$ cat src/rtl/dmem_port_arbiter_pkg.sv
// Shared types and helpers for the DMEM port arbiter.
// Covers the read-owner tag and safe address-width math.
package dmem_port_arbiter_pkg;

   typedef enum logic [1:0] {
      e_owner_none = 2'd0,
      e_owner_core = 2'd1,
      e_owner_net  = 2'd2
   } dmem_rd_owner_e;

   // A one-word memory still needs a 1-bit address.
   function automatic int safe_clog2(input int n);
      return (n <= 1) ? 1 : $clog2(n);
   endfunction

endpackage

$ cat src/rtl/dmem_reservation.sv
// LR reservation register. A granted write to the reserved word drops the
// reservation and raises a one-cycle break pulse on the following cycle.
module dmem_reservation #(
   parameter int addr_width_p = 10
) (
   input  logic                    clk_i,
   input  logic                    reset_i,
   input  logic                    set_i,
   input  logic [addr_width_p-1:0] set_addr_i,
   input  logic                    wr_v_i,
   input  logic [addr_width_p-1:0] wr_addr_i,
   output logic                    reservation_v_o,
   output logic [addr_width_p-1:0] reservation_addr_o,
   output logic                    break_reserve_o
);

   logic                    res_v_q, res_v_d;
   logic [addr_width_p-1:0] res_addr_q, res_addr_d;
   logic                    break_q, break_d;

   // Set and clear are mutually exclusive: only one grant exists per cycle.
   always_comb begin
      res_v_d    = res_v_q;
      res_addr_d = res_addr_q;
      break_d    = 1'b0;
      if (set_i) begin
         res_v_d    = 1'b1;
         res_addr_d = set_addr_i;
      end else if (wr_v_i && res_v_q && (wr_addr_i == res_addr_q)) begin
         res_v_d = 1'b0;
         break_d = 1'b1;
      end
   end

   always_ff @(posedge clk_i or posedge reset_i) begin
      if (reset_i) begin
         res_v_q    <= 1'b0;
         res_addr_q <= '0;
         break_q    <= 1'b0;
      end else begin
         res_v_q    <= res_v_d;
         res_addr_q <= res_addr_d;
         break_q    <= break_d;
      end
   end

   assign reservation_v_o    = res_v_q;
   assign reservation_addr_o = res_addr_q;
   assign break_reserve_o    = break_q;

endmodule

$ cat src/rtl/dmem_port_arbiter.sv
// Shares the single-port local DMEM between the core LSU and network requests.
// Issues one grant per cycle, steers read data to its issuer, and owns the LR reservation.
module dmem_port_arbiter
   import dmem_port_arbiter_pkg::*;
#(
   parameter int  data_width_p       = 32,
   parameter int  dmem_size_p        = 1024,
   parameter int  max_core_streak_p  = 4,
   localparam int dmem_addr_width_lp = safe_clog2(dmem_size_p),
   localparam int data_mask_width_lp = data_width_p / 8
) (
   input  logic                          clk_i,
   input  logic                          reset_i,

   input  logic                          core_v_i,
   input  logic                          core_w_i,
   input  logic [dmem_addr_width_lp-1:0] core_addr_i,
   input  logic [data_width_p-1:0]       core_data_i,
   input  logic [data_mask_width_lp-1:0] core_mask_i,
   input  logic                          core_reserve_i,
   output logic                          core_yumi_o,
   output logic                          core_rdata_v_o,
   output logic [data_width_p-1:0]       core_rdata_o,

   input  logic                          net_v_i,
   input  logic                          net_w_i,
   input  logic [dmem_addr_width_lp-1:0] net_addr_i,
   input  logic [data_width_p-1:0]       net_data_i,
   input  logic [data_mask_width_lp-1:0] net_mask_i,
   output logic                          net_yumi_o,
   output logic                          net_rdata_v_o,
   output logic [data_width_p-1:0]       net_rdata_o,

   output logic                          dmem_v_o,
   output logic                          dmem_w_o,
   output logic [dmem_addr_width_lp-1:0] dmem_addr_o,
   output logic [data_width_p-1:0]       dmem_data_o,
   output logic [data_mask_width_lp-1:0] dmem_mask_o,
   input  logic [data_width_p-1:0]       dmem_data_i,

   output logic                          reservation_v_o,
   output logic [dmem_addr_width_lp-1:0] reservation_addr_o,
   output logic                          break_reserve_o
);

   localparam int streak_width_lp = $clog2(max_core_streak_p + 1);
   localparam logic [streak_width_lp-1:0] streak_max_lp = streak_width_lp'(max_core_streak_p);

   typedef struct packed {
      logic                          w;
      logic [dmem_addr_width_lp-1:0] addr;
      logic [data_width_p-1:0]       data;
      logic [data_mask_width_lp-1:0] mask;
   } dmem_req_s;

   dmem_req_s                  core_req, net_req, win_req;
   logic                       core_grant, net_grant;
   logic [streak_width_lp-1:0] streak_q, streak_d;
   dmem_rd_owner_e             rd_owner_q, rd_owner_d;

   // Net wins when the core is idle or has used up its streak allowance.
   always_comb begin
      core_req   = '{w: core_w_i, addr: core_addr_i, data: core_data_i, mask: core_mask_i};
      net_req    = '{w: net_w_i, addr: net_addr_i, data: net_data_i, mask: net_mask_i};
      net_grant  = net_v_i & (~core_v_i | (streak_q == streak_max_lp));
      core_grant = core_v_i & ~net_grant;
      win_req    = net_grant ? net_req : core_req;
   end

   always_comb begin
      streak_d = streak_q;
      if (net_grant || !net_v_i)
         streak_d = '0;
      else if (core_grant && (streak_q != streak_max_lp))
         streak_d = streak_q + streak_width_lp'(1);
   end

   always_comb begin
      rd_owner_d = e_owner_none;
      if (core_grant && !core_w_i)
         rd_owner_d = e_owner_core;
      else if (net_grant && !net_w_i)
         rd_owner_d = e_owner_net;
   end

   always_ff @(posedge clk_i or posedge reset_i) begin
      if (reset_i) begin
         streak_q   <= '0;
         rd_owner_q <= e_owner_none;
      end else begin
         streak_q   <= streak_d;
         rd_owner_q <= rd_owner_d;
      end
   end

   assign core_yumi_o    = core_grant;
   assign net_yumi_o     = net_grant;

   assign dmem_v_o       = core_grant | net_grant;
   assign dmem_w_o       = win_req.w;
   assign dmem_addr_o    = win_req.addr;
   assign dmem_data_o    = win_req.data;
   assign dmem_mask_o    = win_req.mask;

   assign core_rdata_v_o = (rd_owner_q == e_owner_core);
   assign net_rdata_v_o  = (rd_owner_q == e_owner_net);
   assign core_rdata_o   = dmem_data_i;
   assign net_rdata_o    = dmem_data_i;

   dmem_reservation #(
      .addr_width_p(dmem_addr_width_lp)
   ) reservation (
      .clk_i             (clk_i),
      .reset_i           (reset_i),
      .set_i             (core_grant & ~core_w_i & core_reserve_i),
      .set_addr_i        (core_addr_i),
      .wr_v_i            ((core_grant | net_grant) & win_req.w),
      .wr_addr_i         (win_req.addr),
      .reservation_v_o   (reservation_v_o),
      .reservation_addr_o(reservation_addr_o),
      .break_reserve_o   (break_reserve_o)
   );

endmodule

$ cat config.mk
export PLATFORM = sky130hd
export DESIGN_NAME = dmem_port_arbiter
export DESIGN_NICKNAME = d
export VERILOG_FILES = /design/src/rtl/dmem_port_arbiter_pkg.sv /design/src/rtl/dmem_reservation.sv /design/src/rtl/dmem_port_arbiter.sv
export SDC_FILE = /design/constraint.sdc
export NUM_CORES = 1
export LEC_CHECK = 0
export CAP_MARGIN = 10
export CORE_AREA = 2 2 101 103
export DETAILED_ROUTE_END_ITERATION = 16
export DIE_AREA = 0 0 103 105
export PLACE_DENSITY_LB_ADDON = 0.05
export SYNTH_ARGS = -nofsm -noshare
export SYNTH_HDL_FRONTEND = slang
export SYNTH_SLANG_ARGS = --single-unit
$ cat constraint.sdc
create_clock -name clk_i -period 5.85 [get_ports clk_i]
set_input_delay 1.17 -clock clk_i [delete_from_list [all_inputs] [get_ports clk_i]]
set_output_delay 1.17 -clock clk_i [all_outputs]
set_load 0.05 [all_outputs]
==> results of run 1 <==
-- kinds of logic after synthesis --
logic type,Yosys count,share of synthesized area
buffers and inverters,75,0.267
multiplexers,54,0.314
AND/OR/NAND/NOR,35,0.120
flip-flops,17,0.216
AO/OA/AOI/OAI,10,0.0388
XOR/XNOR,7,0.0311
adder cells (fa/ha/maj),2,0.0127
-- final cells by class --
type                            instances  share of cell area
Multi-Input combinational cell        108               0.308
Tap cell                              133              0.0504
Sequential cell                        17               0.129
Timing Repair Buffer                  162               0.491
Clock inverter                          1             0.00152
Clock buffer                            3              0.0125
Inverter                                5             0.00720
-- cells in the final DEF, fill, tap and decap left out, drive strengths merged --
master | netlist | layout
clkdlybuf4s50 | 0 | 162
mux2 | 53 | 53
dfrtp | 17 | 17
xor2 | 7 | 7
nand2 | 7 | 7
inv | 5 | 5
nor2 | 4 | 4
and3 | 4 | 4
or2 | 4 | 4
a21boi | 3 | 3
o21ai | 3 | 3
or3 | 3 | 3
nor2b | 3 | 3
clkbuf | 4 | 3
nand3 | 2 | 2
ha | 2 | 2
nand4b | 1 | 1
a21bo | 1 | 1
a221oi | 1 | 1
a22oi | 1 | 1
and4bb | 1 | 1
nor3 | 1 | 1
a31oi | 1 | 1
and2 | 1 | 1
nor3b | 1 | 1
or4 | 1 | 1
nor4b | 1 | 1
nand2b | 1 | 1
mux2i | 1 | 1
clkinv | 0 | 1
-- final timing paths --
kind | from | end | slack [ns]
setup / recovery | core_v_i | dmem_addr_o[3] | 1.10
hold / removal | streak_q[0] | streak_q[0] | 0.46
setup reg to reg | streak_q[0] | reservation.break_reserve_o | 3.15
hold reg to reg | streak_q[0] | streak_q[0] | 0.46
max in group asynchronous | reset_i | reservation.reservation_addr_o[5] | 4.07
min in group asynchronous | reset_i | rd_owner_q[1] | 1.32
-- through the flow --
| step | cell area, sq um | hold WS, ns | util |
|---|---|---|---|
| 2_1_floorplan | 1970 | 0.430 | - |
| 3_3_place_gp | 3250 | 0.461 | 0.338 |
| 3_5_place_dp | 3250 | 0.462 | 0.338 |
| 4_1_cts | 3300 | 0.473 | 0.342 |
| 5_1_grt | 3300 | 0.495 | 0.342 |
| 6_report | 3300 | 0.463 | 0.342 |
-- power breakdown --
part	total, W	leakage, nW	switching, W	internal (W)
Combinational	0.000391	1.06	0.000219	0.000173
Sequential	0.000144	0.209	0.0000124	0.000132
Clock	0.0000914	0.0255	0.0000441	0.0000473
Total	0.000627	1.29	0.000275	0.000352
-- flip-flops by register name (all words and copies together), names as in the netlist --
register                        cells
rd_owner_q                          2
reservation.break_reserve_o         1
reservation.reservation_addr_o     10
reservation.reservation_v_o         1
streak_q                            3
-- worst register-to-register path, cell delays in order, from the launching register on --
cell and delay [ns]:
dfrtp_1 0.40, inv_1 0.06, ha_1 0.22, a21bo_4 0.21, nand2_8 0.20, inv_6 0.26, mux2_4 0.33, xor2_1 0.17
or4_4 0.56, nor4b_4 0.20
-- per-layer routing --
metal	routed length (um)	track usage
met1	2580	0.138
met2	3800	0.240
met3	871	0.0689
met4	36	0.0188
met5	0	0
==> impl_metrics.tcl, run 1 <==
set metrics [dict create \
    crit_top_cell "clkdlybuf4s50_1" \
    dr.pass1.iters 4 \
    remaining_drc_errors 0 \
    slowest_stage "clkdlybuf4s50_1" \
    syn-cell-area_sq_mm 0.00197 \
    numCtsBuffers 3 \
    skew_ns 0.0110 \
    setup_viol 0 \
    cts_hold_buf 0 \
    powerDensity_mw_per_mm2 190 \
    cts_buffer_depth 2 \
    drt_iter0_drc 19 \
    synth_edf_count 0 \
    via_count 1707 \
    slew_headroom 0.513 \
    htreeDepth 1 \
    ys_warn_count 0 \
    finalPower_w 0.000627 \
    worstHoldPathCells 1 \
    power_leakage_nw 1.29 \
    register_area_sq_um 425 \
    period_share 0.811 \
    core.rowCount 36 \
    crit_buf_inv 3 \
    synth_top_area_frac 0.280 \
    ys_seq_elements 17 \
    cts_tree "yes" \
    gr-usage-all-layers 0.133 \
    cp_num_cells 6 \
    avgRoutedWirePerCell_um 17.0 \
    drv_slew 0 \
    max_stage_delay_ns 0.72 \
    wirelength_mm 7.29 \
    post-cts-setup-buffer-count 0 \
    synth_cell_types 34 \
    grt_max_degree 41 \
    hold_class "flop to flop" \
    peakVddDrop_uv 78.9 \
    synth_async_sr_flop_share 1.00 \
    place_ws_ns 1.09 \
    clk_pin_slew_ns 0.08 \
    cts_sinks 17 \
    synth_cells 200 \
    required_ns 4.68 \
    fillers 1040 \
    die_y_um 105 \
    nNetsFinal 430 \
    grt.overflow.total 0 \
    synth_nets 333 \
    yosysMostFrequentCell "buf_4" \
    grt_pass1_vias 1873 \
    worstPathArrival_ns 3.58 \
    maxCapViolCount 0 \
    fin_setup_tns_ns 0 \
    viasPerCell 3.98 \
    cts-root-buf "clkbuf_8" \
    period_needed_ns 4.75 \
    ant_nets 0 \
    synthTopCellsByCount "buf_4, mux2_2, dfrtp_1" \
    synth_seq_area_share 0.216 \
    critPathLaunchType "input pin" \
    cp_cell_sequence "clkdlybuf4s50_1 -> a21bo_4 -> nand2_8 -> inv_6 -> mux2_1 -> clkdlybuf4s50_1" \
    core_area_sq_mm 0.00964 \
    critPathTopFamily "buffers and inverters" \
    num_io_pins 259 \
    path_class "input pin to primary output" \
    worst_setup_path_end_kind "primary output" \
    dp_hpwl_mm 6.24 \
    ys.flop_type "dfrtp_1" \
    cts_resized 0 \
    worst_pin_slew_ns 0.727 \
    die_w_um 103 \
    syn_avg_cell_area_sq_um 9.85 \
    fmax_mhz 211 \
    synth_area_leaders "mux2_2, buf_4, dfrtp_1" \
    dpl.cell_count 425 \
    hold_viol 0 \
    r2r.worst_path.cells 9 \
    antenna_found_initial 0 \
    status "finished, final reports clean" \
    setup_slack_ns 1.10 \
    die_area_sq_mm 0.0108 \
    crit_path_max_fanout 40 \
    initial_core_util 0.204 \
    syn2layout_area_growth_pct 67.6 \
    grt_pass1_wl_mm 10.8 \
    grt_setup_unrepaired "no" \
    drive_above_1_share 0.223 \
    synth_top_area_cell "mux2_2" \
    insertedDiodeCount 0 \
    gp_congestion 0.801 \
    clkLatencyLatePin_ns 0.26 \
    final_cell_count_no_fill 429 \
    multi_input_area_sq_mm 0.00102 \
    portBuffers 162 \
]
Note: power is estimated with default switching activity, not from simulation.
==> run 2: changes to the inputs <==
--- a/config.mk
+++ b/config.mk
@@ -6,9 +6,9 @@
 export NUM_CORES = 1
 export LEC_CHECK = 0
 export CAP_MARGIN = 10
-export CORE_AREA = 2 2 101 103
+export CORE_AREA = 2 2 102 104
 export DETAILED_ROUTE_END_ITERATION = 16
-export DIE_AREA = 0 0 103 105
+export DIE_AREA = 0 0 104 106
 export PLACE_DENSITY_LB_ADDON = 0.05
 export SYNTH_ARGS = -nofsm -noshare
 export SYNTH_HDL_FRONTEND = slang
==> constraint.sdc (replaced) <==
create_clock -name clk_i -period 4.2 [get_ports clk_i]
set_input_delay 0.84 -clock clk_i [delete_from_list [all_inputs] [get_ports clk_i]]
set_output_delay 0.84 -clock clk_i [all_outputs]
set_load 0.05 [all_outputs]
==> impl_metrics.tcl, run 2 (same netlist as run 1, synthesis figures left out) <==
set metrics [dict create \
    cts_tree "yes" \
    syn2layout_area_growth_pct 63.2 \
    reg2reg_slack_ns 1.62 \
    insertedDiodeCount 0 \
    grt.overflow.total 0 \
    critPathLaunchType "input pin" \
    gr-usage-all-layers 0.122 \
    clkLatencyLatePin_ns 0.25 \
    ant_nets 0 \
    portBuffers 162 \
    clk_pin_slew_ns 0.07 \
    postLayoutCoreUtil 0.321 \
    worst_setup_path_end_kind "primary output" \
    status "finished, final reports clean" \
    dr.pass1.iters 2 \
    drt_iter0_drc 21 \
    dp_hpwl_mm 5.86 \
    wirelength_mm 6.84 \
    grt_pass1_vias 1883 \
    avgRoutedWirePerCell_um 15.7 \
    drive_above_1_share 0.381 \
    period_share 0.876 \
    cts_buffer_depth 2 \
    gp_congestion 0.696 \
    numCtsBuffers 3 \
    fillers 1094 \
    maxCapViolCount 0 \
    grt_setup_unrepaired "no" \
    period_needed_ns 3.68 \
    antenna_found_initial 0 \
    mostFrequentLayoutCell "clkdlybuf4s50_1" \
    peakVddDrop_uv 89.7 \
    hold_class "flop to flop" \
    post-cts-setup-buffer-count 0 \
    final_cell_mix "clkdlybuf4s50_1, mux2_2, buf_4" \
    initial_core_util 0.197 \
    fin_setup_tns_ns 0 \
    required_ns 3.36 \
    nNetsFinal 433 \
    drv_slew 0 \
    rr_endpoint "reservation.break_reserve_o" \
    dpl.cell_count 431 \
    setup_slack_ns 0.522 \
    grt_pass1_wl_mm 10.4 \
    powerDensity_mw_per_mm2 267 \
    largest_reg_flops 10 \
    cts_resized 0 \
    worst_pin_slew_ns 0.716 \
    cts_hold_buf 0 \
    via_count 1713 \
    htreeDepth 1 \
    hold_viol 0 \
    power_leakage_nw 1.35 \
    cts_sinks 17 \
    cts-root-buf "clkbuf_8" \
    setup_viol 0 \
    num_io_pins 259 \
    core_area_sq_mm 0.0100 \
    final_cell_count_no_fill 435 \
    worstHoldPathCells 1 \
    crit_path_max_fanout 11 \
    whs_endpoint "streak_q[0]" \
    min-delay-start "streak_q[0]" \
    die_w_um 104 \
    grt_max_degree 40 \
    fmax_mhz 272 \
    timing.rr.start "streak_q[0]" \
    whs_ns 0.472 \
    core.rowCount 37 \
    r2r.worst_path.cells 10 \
    die_y_um 106 \
    slew_headroom 0.522 \
    place_ws_ns 0.530 \
    remaining_drc_errors 0 \
    viasPerCell 3.94 \
    worstPathArrival_ns 2.84 \
    skew_ns 0.00581 \
    path_class "input pin to primary output" \
    die_area_sq_mm 0.0110 \
]
-- run 2: how the worst max path moves through the flow --
stage / from / to / slack, ns
after floorplan: core_v_i / dmem_data_o[14] / 1.00
after global placement: net_v_i / dmem_addr_o[1] / 0.54
after CTS: net_v_i / dmem_addr_o[1] / 0.53
after global routing: net_v_i / dmem_addr_o[7] / 0.40
final: net_v_i / dmem_addr_o[1] / 0.52
after detailed placement: net_v_i / dmem_addr_o[1] / 0.53
-- run 2: area by class of cell --
| class | instances | area (sq um) | area share |
|---|---|---|---|
| Timing Repair Buffer | 165 | 1530 | 0.476 |
| Multi-Input combinational cell | 108 | 1020 | 0.316 |
| Sequential cell | 17 | 425 | 0.132 |
| Tap cell | 136 | 170 | 0.0529 |
| Clock buffer | 3 | 41.3 | 0.0128 |
| Inverter | 5 | 23.8 | 0.00740 |
| Clock inverter | 1 | 5.00 | 0.00156 |
-- run 2: per-layer routing --
layer  share of wire  vias up  GRT usage
li1                -      817          -
met1            0.38      777      0.130
met2            0.52      117      0.227
met3           0.098        2     0.0484
met4          0.0042        0     0.0241
met5               0        -          0
-- run 2: report_power, final --
group          leakage [nW]  internal (W)  switching (W)
Sequential            0.209      0.000184      0.0000178
Combinational          1.11      0.000230       0.000301
Clock                0.0255     0.0000658      0.0000598
Total                  1.35      0.000480       0.000379
-- run 2: critical path, stage by stage --
cell	delay [ns]
clkdlybuf4s50_1	0.77
a21boi_0	0.21
or2_2	0.31
clkdlybuf4s50_1	0.71
-- run 2: per-stage QoR --
stage	instance area (sq um)	total power (W)
final	3210	0.000858
after global routing	3210	0.000906
after CTS	3210	0.000874
after detailed placement	3170	0.000743
after global placement	3170	0.000743
after floorplan	1970	0.000686
==> run 3: changes to the inputs <==
--- a/config.mk
+++ b/config.mk
@@ -7,6 +7,7 @@
 export LEC_CHECK = 0
 export CAP_MARGIN = 10
 export CORE_AREA = 2 2 102 104
+export CTS_CLUSTER_SIZE = 25
 export DETAILED_ROUTE_END_ITERATION = 16
 export DIE_AREA = 0 0 104 106
 export PLACE_DENSITY_LB_ADDON = 0.05
==> results of run 3 <==
The final DEF is identical to that of run 2; final timing and power are the same.
